==> src/rtl/soc_mem_arbiter_pkg.sv <==
// soc_pkg: arbiter state type and clog2-based width helpers shared by the arbiter slice
//   arb_state_t  IDLE / ACCESS / RESP
//   idx_w(n)     bits needed to index n masters (at least 1)
//   cnt_w(t)     bits needed to hold a count up to t (at least 1)
package soc_pkg;

    typedef enum logic [1:0] {IDLE, ACCESS, RESP} arb_state_t;

    function automatic int idx_w(input int n);
        return (n > 1) ? $clog2(n) : 1;
    endfunction

    function automatic int cnt_w(input int t);
        return (t > 0) ? $clog2(t + 1) : 1;
    endfunction

endpackage

==> src/rtl/soc_mem_arbiter_if.sv <==
// soc_mem_arbiter_if: request/response bus of N masters plus the shared slave memory bus
//   m_req/m_rw/m_addr/m_wdata        master requests (addr/wdata packed per master)
//   m_resp_valid/m_resp_err/m_rdata  per-master completion pulse, error flag, shared read data
//   mem_ce/mem_rw/mem_addr/mem_wdata slave access, held for the whole access
//   mem_valid/mem_rdata              slave completion and read data
//   busy                             arbiter not idle
//   modport slave: the arbiter's view; modport master: the requesters' and memory's view
interface soc_mem_arbiter_if #(
    parameter int N_MASTERS = 2,
    parameter int ADDR_W    = 64,
    parameter int DATA_W    = 64
);
    logic [N_MASTERS-1:0]        m_req;
    logic [N_MASTERS-1:0]        m_rw;
    logic [N_MASTERS*ADDR_W-1:0] m_addr;
    logic [N_MASTERS*DATA_W-1:0] m_wdata;
    logic [N_MASTERS-1:0]        m_resp_valid;
    logic [N_MASTERS-1:0]        m_resp_err;
    logic [DATA_W-1:0]           m_rdata;
    logic                        mem_ce;
    logic                        mem_rw;
    logic [ADDR_W-1:0]           mem_addr;
    logic [DATA_W-1:0]           mem_wdata;
    logic                        mem_valid;
    logic [DATA_W-1:0]           mem_rdata;
    logic                        busy;

    modport slave (
        input  m_req, m_rw, m_addr, m_wdata, mem_valid, mem_rdata,
        output m_resp_valid, m_resp_err, m_rdata, mem_ce, mem_rw, mem_addr, mem_wdata, busy
    );

    modport master (
        output m_req, m_rw, m_addr, m_wdata, mem_valid, mem_rdata,
        input  m_resp_valid, m_resp_err, m_rdata, mem_ce, mem_rw, mem_addr, mem_wdata, busy
    );
endinterface

==> src/rtl/soc_mem_arbiter_rr_arbiter.sv <==
// rr_arbiter: combinational round-robin pick of the first set req bit at or after ptr
//   req           request vector
//   ptr           search start index (state kept by the caller)
//   grant_onehot  one-hot grant, zero when no request
//   grant_idx     index of the granted request
module rr_arbiter #(
    parameter int N  = 2,
    parameter int IW = 1
) (
    input  logic [N-1:0]  req,
    input  logic [IW-1:0] ptr,
    output logic [N-1:0]  grant_onehot,
    output logic [IW-1:0] grant_idx
);
    // scanning offsets from far to near lets the nearest set bit overwrite the rest
    always_comb begin
        int j;
        j = 0;
        grant_idx = '0;
        for (int k = N - 1; k >= 0; k--) begin
            j = int'(ptr) + k;
            j = (j >= N) ? j - N : j;
            grant_idx = req[j] ? IW'(j) : grant_idx;
        end
        grant_onehot = (|req) ? N'(1) << grant_idx : '0;
    end
endmodule

==> src/rtl/soc_mem_arbiter.sv <==
// soc_mem_arbiter: round-robin N-master to 1-slave memory arbiter with response timeout
//   clk  clock, all state on posedge
//   rst  asynchronous active-high reset
//   bus  soc_mem_arbiter_if.slave: master requests/responses and the slave memory bus
//   TIMEOUT = 0 disables the timeout
module soc_mem_arbiter
    import soc_pkg::*;
#(
    parameter int N_MASTERS = 2,
    parameter int ADDR_W    = 64,
    parameter int DATA_W    = 64,
    parameter int TIMEOUT   = 255
) (
    input logic              clk,
    input logic              rst,
    soc_mem_arbiter_if.slave bus
);
    localparam int IW = idx_w(N_MASTERS);
    localparam int CW = cnt_w(TIMEOUT);
    localparam logic [CW:0] TO = (CW + 1)'(TIMEOUT);

    arb_state_t           state;
    logic [IW-1:0]        rr_ptr, grant, gidx;
    logic [N_MASTERS-1:0] grant_oh, gonehot;
    logic [CW-1:0]        cnt;

    rr_arbiter #(.N(N_MASTERS), .IW(IW)) u_rr (
        .req          (bus.m_req),
        .ptr          (rr_ptr),
        .grant_onehot (gonehot),
        .grant_idx    (gidx)
    );

    always_ff @(posedge clk or posedge rst) begin
        if (rst) begin
            state            <= IDLE;
            rr_ptr           <= '0;
            grant            <= '0;
            grant_oh         <= '0;
            cnt              <= '0;
            bus.m_resp_valid <= '0;
            bus.m_resp_err   <= '0;
            bus.m_rdata      <= '0;
            bus.mem_ce       <= 1'b0;
            bus.mem_rw       <= 1'b0;
            bus.mem_addr     <= '0;
            bus.mem_wdata    <= '0;
            bus.busy         <= 1'b0;
        end else begin
            case (state)
                IDLE: begin
                    if (|bus.m_req) begin
                        grant         <= gidx;
                        grant_oh      <= gonehot;
                        cnt           <= '0;
                        bus.mem_ce    <= 1'b1;
                        bus.mem_rw    <= bus.m_rw[gidx];
                        bus.mem_addr  <= bus.m_addr[gidx*ADDR_W +: ADDR_W];
                        bus.mem_wdata <= bus.m_wdata[gidx*DATA_W +: DATA_W];
                        bus.busy      <= 1'b1;
                        state         <= ACCESS;
                    end
                end
                ACCESS: begin
                    // mem_valid is checked first so it wins a tie with the timeout
                    if (bus.mem_valid) begin
                        bus.m_rdata      <= bus.mem_rdata;
                        bus.m_resp_valid <= grant_oh;
                        bus.mem_ce       <= 1'b0;
                        state            <= RESP;
                    end else begin
                        cnt <= (&cnt) ? cnt : cnt + CW'(1);
                        if (TIMEOUT != 0 && {1'b0, cnt} + (CW + 1)'(1) == TO) begin
                            bus.m_rdata      <= '0;
                            bus.m_resp_valid <= grant_oh;
                            bus.m_resp_err   <= grant_oh;
                            bus.mem_ce       <= 1'b0;
                            state            <= RESP;
                        end
                    end
                end
                default: begin
                    bus.m_resp_valid <= '0;
                    bus.m_resp_err   <= '0;
                    bus.busy         <= 1'b0;
                    rr_ptr           <= (grant == IW'(N_MASTERS - 1)) ? '0 : grant + IW'(1);
                    state            <= IDLE;
                end
            endcase
        end
    end
endmodule

==> src/flat_wrapper.sv <==
// flat-port wrapper written by rule: the top's interface ports become plain ports
module soc_mem_arbiter_flat import soc_pkg::*;
#(
    parameter int N_MASTERS = 2,
    parameter int ADDR_W    = 64,
    parameter int DATA_W    = 64,
    parameter int TIMEOUT   = 255
)
  (clk, rst, bus_m_req, bus_m_rw, bus_m_addr, bus_m_wdata, bus_mem_valid, bus_mem_rdata, bus_m_resp_valid, bus_m_resp_err, bus_m_rdata, bus_mem_ce, bus_mem_rw, bus_mem_addr, bus_mem_wdata, bus_busy);
  soc_mem_arbiter_if #(.N_MASTERS(N_MASTERS), .ADDR_W(ADDR_W), .DATA_W(DATA_W)) bus_i ();
  input logic clk;
  input logic rst;
  input wire logic [$bits(bus_i.m_req)-1:0] bus_m_req;
  input wire logic [$bits(bus_i.m_rw)-1:0] bus_m_rw;
  input wire logic [$bits(bus_i.m_addr)-1:0] bus_m_addr;
  input wire logic [$bits(bus_i.m_wdata)-1:0] bus_m_wdata;
  input wire logic [$bits(bus_i.mem_valid)-1:0] bus_mem_valid;
  input wire logic [$bits(bus_i.mem_rdata)-1:0] bus_mem_rdata;
  output wire logic [$bits(bus_i.m_resp_valid)-1:0] bus_m_resp_valid;
  output wire logic [$bits(bus_i.m_resp_err)-1:0] bus_m_resp_err;
  output wire logic [$bits(bus_i.m_rdata)-1:0] bus_m_rdata;
  output wire logic [$bits(bus_i.mem_ce)-1:0] bus_mem_ce;
  output wire logic [$bits(bus_i.mem_rw)-1:0] bus_mem_rw;
  output wire logic [$bits(bus_i.mem_addr)-1:0] bus_mem_addr;
  output wire logic [$bits(bus_i.mem_wdata)-1:0] bus_mem_wdata;
  output wire logic [$bits(bus_i.busy)-1:0] bus_busy;
  assign bus_i.m_req = bus_m_req;
  assign bus_i.m_rw = bus_m_rw;
  assign bus_i.m_addr = bus_m_addr;
  assign bus_i.m_wdata = bus_m_wdata;
  assign bus_i.mem_valid = bus_mem_valid;
  assign bus_i.mem_rdata = bus_mem_rdata;
  assign bus_m_resp_valid = bus_i.m_resp_valid;
  assign bus_m_resp_err = bus_i.m_resp_err;
  assign bus_m_rdata = bus_i.m_rdata;
  assign bus_mem_ce = bus_i.mem_ce;
  assign bus_mem_rw = bus_i.mem_rw;
  assign bus_mem_addr = bus_i.mem_addr;
  assign bus_mem_wdata = bus_i.mem_wdata;
  assign bus_busy = bus_i.busy;
  soc_mem_arbiter #(.N_MASTERS(N_MASTERS), .ADDR_W(ADDR_W), .DATA_W(DATA_W), .TIMEOUT(TIMEOUT)) u_core (.clk(clk), .rst(rst), .bus(bus_i));
endmodule
==> config.mk <==
export PLATFORM = sky130hd
export DESIGN_NAME = soc_mem_arbiter_flat
export DESIGN_NICKNAME = d
export VERILOG_FILES = /design/src/rtl/soc_mem_arbiter_pkg.sv /design/src/rtl/soc_mem_arbiter_if.sv /design/src/rtl/soc_mem_arbiter_rr_arbiter.sv /design/src/rtl/soc_mem_arbiter.sv /design/src/flat_wrapper.sv
export SDC_FILE = /design/constraint.sdc
export NUM_CORES = 1
export LEC_CHECK = 0
export ABC_CLOCK_PERIOD_IN_PS = 7200
export CORE_AREA = 2 2 204 206
export DETAILED_ROUTE_END_ITERATION = 8
export DIE_AREA = 0 0 206 208
export GPL_TIMING_DRIVEN = 0
export PLACE_DENSITY = 0.51
export SYNTH_ARGS = -nofsm -noshare
export SYNTH_HDL_FRONTEND = slang
export SYNTH_SLANG_ARGS = --single-unit
==> constraint.sdc <==
create_clock -name clk -period 7.2 [get_ports clk]
set_input_delay 0.72 -clock clk [delete_from_list [all_inputs] [get_ports clk]]
set_output_delay 0.72 -clock clk [all_outputs]
set_load 0.01 [all_outputs]
# --- Yosys cells after proc, flatten, opt, wreduce, memory -nomap -nowiden ---
# Index checks and enable logic that the tools add are counted.
# W data, S select, Z words.
totals:
  wordCells: 83
  in_bits: 327
  out_inout_bits: 199
  regBits: 213
op_classes:
  n_reduce_logical: 14
  magnitude_cmp: 5
  n_shift: 3
  muxes: 33
  n_bitwise: 2
  eq_ne: 7
  add_sub_neg: 6
ops:
  columns: ["op", "n"]
  rows:
  - ["$shiftx A128 B8 Y64", 2]
  - ["$mux W64", 2]
  - ["$lt A32 B3 Y1 const B", 2]
  - ["$mux W32", 2]
  - ["$ge A32 B3 Y1 const B", 1]
  - ["$sub A32 B3 Y32 const B", 1]
  - ["$mux W8", 3]
  - ["$pmux W8 S2", 1]
  - ["$mux W1", 14]
  - ["$mux W2", 6]
  - ["$pmux W2 S2", 3]
  - ["$reduce_and A2 Y1", 5]
  - ["$add A8 B1 Y9 const B", 1]
  - ["$eq A9 B8 Y1 const B", 1]
  - ["$add A8 B1 Y8 const B", 1]
  - ["$reduce_and A8 Y1", 1]
  - ["$reduce_and A3 Y1", 2]
  - ["$ne A2 B1 Y1 const B", 2]
  - ["$ne A2 B2 Y1 const B", 2]
  - ["$pmux W1 S2", 2]
  - ["$reduce_and A4 Y1", 1]
  - ["$reduce_bool A2 Y1", 2]
  - ["$reduce_or A2 Y1", 2]
  - ["$ne A3 B2 Y1 const B", 1]
  - ["9 further kinds", 10]

# --- Logic depth before layout (Yosys ltp) ---
depth:
  word_depth: 10
  ltp_mapped: 9
  mapped_depth_nobuf: 7

# --- Modules after synthesis ---
# Synthesis repeated with hierarchy kept, for this count alone.
unflattened:
  cells_unflattened: 960
  area_unflattened_um2: 9670.5
by_module_without_submodules:
  columns: ["module", "area_each_um2", "cells_each", "instances", "seq_area_each_um2"]
  rows:
  - ["soc_mem_arbiter", 9644.2, 956, 1, 5330.1]
  - ["rr_arbiter", 26.3, 4, 1, 0.0]

# --- Worst setup path before layout ---
# OpenSTA, ideal clock, no wires.
synth_timing:
  path_kind: "reg2reg"
  start: "register u_core.cnt[0]"
  end: "register u_core.bus.m_rdata[23]"
  path_buffers: 2
  required_time_ps: 7079
  setup_slack_ps: 5263
  arrival_ps: 1816
  stages_incl_launch_ff: 9
  cell_sequence: "dfrtp_1 ha_1 nand4_1 xor2_1 o311ai_4 o211ai_2 buf_6 buf_6 a22o_1"
synth_via:
  elab_chain_cells: 4
synth_rtl:
  columns: ["element", "line_no", "text"]
  rows:
  - ["from (decl)", "soc_mem_arbiter.sv:25", "logic [CW-1:0] cnt;"]
  - ["from (signal assigned)", "soc_mem_arbiter.sv:72", "cnt <= (&cnt) ? cnt : cnt + CW'(1);"]
  - ["$add A8 B1 Y9", "soc_mem_arbiter.sv:73", "if (TIMEOUT != 0 && {1'b0, cnt} + (CW + 1)'(1) == TO) begin"]
  - ["$eq A9 B8 Y1", "soc_mem_arbiter.sv:73", null]
  - ["$reduce_bool A2 Y1 (no source line)", null, null]
  - ["$reduce_and A2 Y1 (no source line)", null, null]
  - ["to (signal assigned)", "soc_mem_arbiter.sv:67", "bus.m_rdata <= bus.mem_rdata;"]
  - ["to (decl)", "soc_mem_arbiter_if.sv:30", "output m_resp_valid, m_resp_err, m_rdata, mem_ce, mem_rw, mem_addr, mem_wdata, busy"]
# Every way passes these cells.
# A chain may end at the register's enable or synchronous reset.

# --- Worst setup path after layout ---
layout_timing:
  start: "input port bus_m_req[1]"
  end: "register u_core.bus.mem_addr[21]"
layout_via:
  elab_chain_cells: 6
  elab_cells_between_ends: 11
layout_rtl:
  columns: ["element", "line_no", "text"]
  rows:
  - ["from (decl)", "flat_wrapper.sv:13", "input wire logic [$bits(bus_i.m_req)-1:0] bus_m_req;"]
  - ["$mux W1 (implied by the code) (3 in a row)", "soc_mem_arbiter_rr_arbiter.sv:23", "grant_idx = req[j] ? IW'(j) : grant_idx;"]
  - ["$mux W1 (2 in a row)", "soc_mem_arbiter_rr_arbiter.sv:23", null]
  - ["$shiftx A128 B8 Y64", "soc_mem_arbiter.sv:58", "bus.mem_addr <= bus.m_addr[gidx*ADDR_W +: ADDR_W];"]
  - ["to (signal assigned)", "soc_mem_arbiter.sv:58", null]
  - ["to (decl)", "soc_mem_arbiter_if.sv:30", null]
# Several ways; a longest one is shown, not always the timed one. The select of a mux whose other input is x is not followed.

==> qor_table.md <==
| Quantity | Reported | Unit |
| --- | --- | --- |
| Outcome | complete, no violations | - |
| Wire length of the first global-routing pass | 55.34 | mm |
| Final Worst Setup Slack | 4.327 | ns |
| Skew final | 0.01543 | ns |
| Slew HR | 36.22 | % |
| # resized after CTS | 0 | - |
| # rows | 74 | - |
| Post-route DRC violation count | 0 | - |
| Crit end category | register | - |
| Effective utilization at floorplan | 20.92 | % |
| Slew Limit Fails | 0 | - |
| CTS tree | done | - |
| Placer Congestion | 0.8989 | - |
| Number of flops mapped to enable cells by yosys | 0 | - |
| Diode count | 0 | - |
| Post-Synthesis Mean Instance Area | 12.40 | sq um |
| Post-synthesis cell type with the largest combined area | dfrtp_1 | - |
| Core ar. | 40550 | sq um |
| Final Cycle Share | 39.91 | % |
| Library cell used as clock root buffer | clkbuf_16 | - |
| Overflow left after global routing | 0 | - |
| First drt pass iteration count | 9 | - |
| WP data arrival | 3.35 | ns |
| Cts bufs inserted | 26 | - |
| Area share of the leading cell type in the synthesized netlist | 62.53 | % |
| GRT Overall Usage | 17.14 | % |
| Latest clock arrival within the worst-skew pair | 0.54 | ns |
| CP cell instances | clkdlybuf4s50_1 -> o21ai_1 -> clkbuf_1 -> buf_1 -> a222oi_1 -> inv_1 | - |
| Overall die area | 42850 | sq um |
| Number of buffers inserted by post-CTS setup repair | 0 | - |
| Measured slew at the worst slew-check pin | 0.9567 | ns |
| Max-cap violations | 0 | - |
| Count of vias placed by the detailed router | 8183 | - |
| Top cell types by occurrence after synthesis | dfrtp_1, inv_1, a222oi_1 | - |
| Area growth from synthesis to layout | 80.84 | % |
| Via count of the first global-routing pass | 8365 | - |
| Flops & latches, synth | 212 | - |
| Final Setup Violations | 0 | - |
| PortBufs | 525 | - |
| Crit path kind | in2reg | - |
| Static Leak | 6.867 | nW |
| Ys flop type | dfrtp_1 | - |
| Final period demand of the worst path | 2.873 | ns |
| Number of buffers inserted for hold repair after clock tree synthesis | 0 | - |
| Type of element launching the critical path | input pin | - |
| Filler Cells Inserted | 4054 | - |
| Post-Syn Instances | 684 | - |
| Count of endpoints failing hold in the final timing report | 0 | - |
| Maximum root-to-sink buffer count | 3 | - |
| Number of antenna violations at the first check in global routing | 2 | - |
| Max Clock Freq | 0.3480 | GHz |
| Total half-perimeter wirelength after legalization and detailed placement | 29.81 | mm |
| Avg Vias per Cell | 4.572 | - |
| Total number of clock tree sinks | 212 | - |
| Post-Syn Area | 8484 | sq um |
| Worst hold-check path type | reg2reg | - |
| Total detailed-routing wirelength | 38.40 | mm |
| Library cell with the highest instance count after synthesis | dfrtp_1 | - |
| H-tree Lvls | 1 | - |
| Flip-flop and latch area | 5305 | sq um |
| Crit-path max FO | 10 | - |
| Worst-path cell with the longest stage delay | o21ai_1 | - |
| Synth area leaders | dfrtp_1, a222oi_1, a22o_1 | - |
| Synth unique cells | 34 | - |
| Worst ir drop on vdd | 0.1761 | mV |
| Clock-pin slew reported for the worst setup and hold paths after clock tree synthesis | 0.06 | ns |
| Number of violations reported at the end of detailed-routing iteration 0 | 854 | - |
| Unrepaired setup endpoints after global routing | false | - |
| Fraction of layout instances using a drive strength above 1 | 4.293 | % |
| Share of flip-flops with an asynchronous set or reset after synthesis | 100.0 | % |
| Ys Warns | 0 | - |
| Wire length per cell after detailed routing | 21.45 | um |
| Horizontal extent of the die | 206 | um |
| Delay contributed by the slowest stage of the critical path | 0.72 | ns |
| Top-Level Pins | 526 | - |
| Post-synth net total | 1013 | - |
| Worst slack, placed | 3.587 | ns |
| Power density of the placed cells | 420.1 | nW/um^2 |
| Antenna violation net count after detailed routing | 0 | - |
| Placement-stage cell area | 14440 | sq um |
| Chip height | 208 | um |
| Maximum number of pins on one net before global-route repair | 112 | - |
| Net count, final | 1567 | - |
| Cell area after layout | 15340 | sq um |
| Share of the yosys chip area belonging to registers | 62.53 | % |
| Area used by multi-input combinational logic | 2385 | sq um |
| Required time of the critical path | 7.68 | ns |
==> flip-flops by register name (all words and copies together), names as in the netlist <==
signal	cells
u_core.bus.mem_addr	64
u_core.grant_oh	2
u_core.bus.m_rdata	64
u_core.bus.busy	1
u_core.bus.m_resp_err	2
u_core.bus.m_resp_valid	2
u_core.bus.mem_ce	1
u_core.state	2
u_core.bus.mem_wdata	64
u_core.cnt	8
u_core.rr_ptr	1
u_core.bus.mem_rw	1
==> per-stage QoR <==
stage / util [%] / std cells / total power, mW / setup TNS (ns) / hold slack, ns
2_1_floorplan: - / 684 / 3.307 / 0 / 0.4444
3_3_place_gp: 35.52 / 1741 / 5.103 / -570.95 / 0.4628
3_5_place_dp: 35.61 / 1742 / 5.113 / 0 / 0.4671
4_1_cts: 37.83 / 1790 / 6.562 / 0 / 0.4812
5_1_grt: 37.83 / 1790 / 6.840 / 0 / 0.5014
6_report: 37.83 / 1790 / 6.447 / 0 / 0.4779
==> worst paths after layout <==
| check | from | end | cells after the start | slack (ns) |
|---|---|---|---|---|
| hold / removal | u_core.grant_oh[0] | u_core.grant_oh[0] | 1 | 0.48 |
| hold reg to reg | u_core.grant_oh[0] | u_core.grant_oh[0] | 1 | 0.48 |
| setup / recovery | bus_m_req[1] | u_core.bus.mem_addr[21] | 6 | 4.33 |
| min in group asynchronous | rst | u_core.bus.m_rdata[21] | 2 | 0.69 |
| max in group asynchronous | rst | u_core.bus.mem_addr[55] | 3 | 5.48 |
| setup reg to reg | u_core.state[0] | u_core.bus.mem_addr[5] | 7 | 4.65 |
==> power by group <==
group | switching [mW] | internal (mW)
Sequential | 0.352 | 1.76
Clock | 0.531 | 0.861
Combinational | 1.33 | 1.62
Total | 2.21 | 4.24
==> placed cells by master (no fill, tap or decap), types with 3 or more instances in the layout <==
cell type,synthesis,layout
a21o_1,3,3
a222oi_1,129,129
a22o_1,65,65
and3_1,4,4
buf_1,4,4
buf_6,6,6
bufinv_16,0,4
clkbuf_1,52,60
clkbuf_16,0,27
clkbuf_8,0,3
clkdlybuf4s50_1,0,525
clkinv_2,0,4
dfrtp_1,212,212
inv_1,135,134
mux2i_1,4,4
nand2_1,7,7
nand2b_1,11,11
nand3_1,4,4
nand4_1,3,3
nor2_1,7,7
o21ai_0,10,10
o31ai_1,5,5
==> routing by layer <==
metal	vias to the layer above	routed length [um]	global-route usage (%)
li1	3729	-	-
met1	3970	14080	18.99
met2	427	19100	30.55
met3	53	3923	6.046
met4	4	1271	5.074
met5	-	27	0
==> cell type report <==
type                    instances  area share [%]
flip-flops and latches        212           34.58
repair buffers                526           34.43
multi-input cells             273           15.54
clock buffers                  38           4.868
well taps                     532           4.338
inverters                     135           3.352
plain buffers                  64           1.876
clock inverters                10           1.019
==> critical path: cells and delay by family <==
kind / cells / cell delay (ns)
AOI/OAI and AO/OA: 2 / 0.94
buffers and inverters: 4 / 1.68
==> cell families (layout without fill, tap and decap cells) <==
family	Yosys count	after routing	share of synthesized area [%]
fa+ha+maj	2	2	0.2949
compound gates	223	223	24.47
mux	4	4	0.4719
simple gates	42	42	2.669
xor+xnor	2	2	0.2065
flops	212	212	62.53
buf+inv	199	773	9.364
Note: power is estimated with default switching activity, not from simulation.
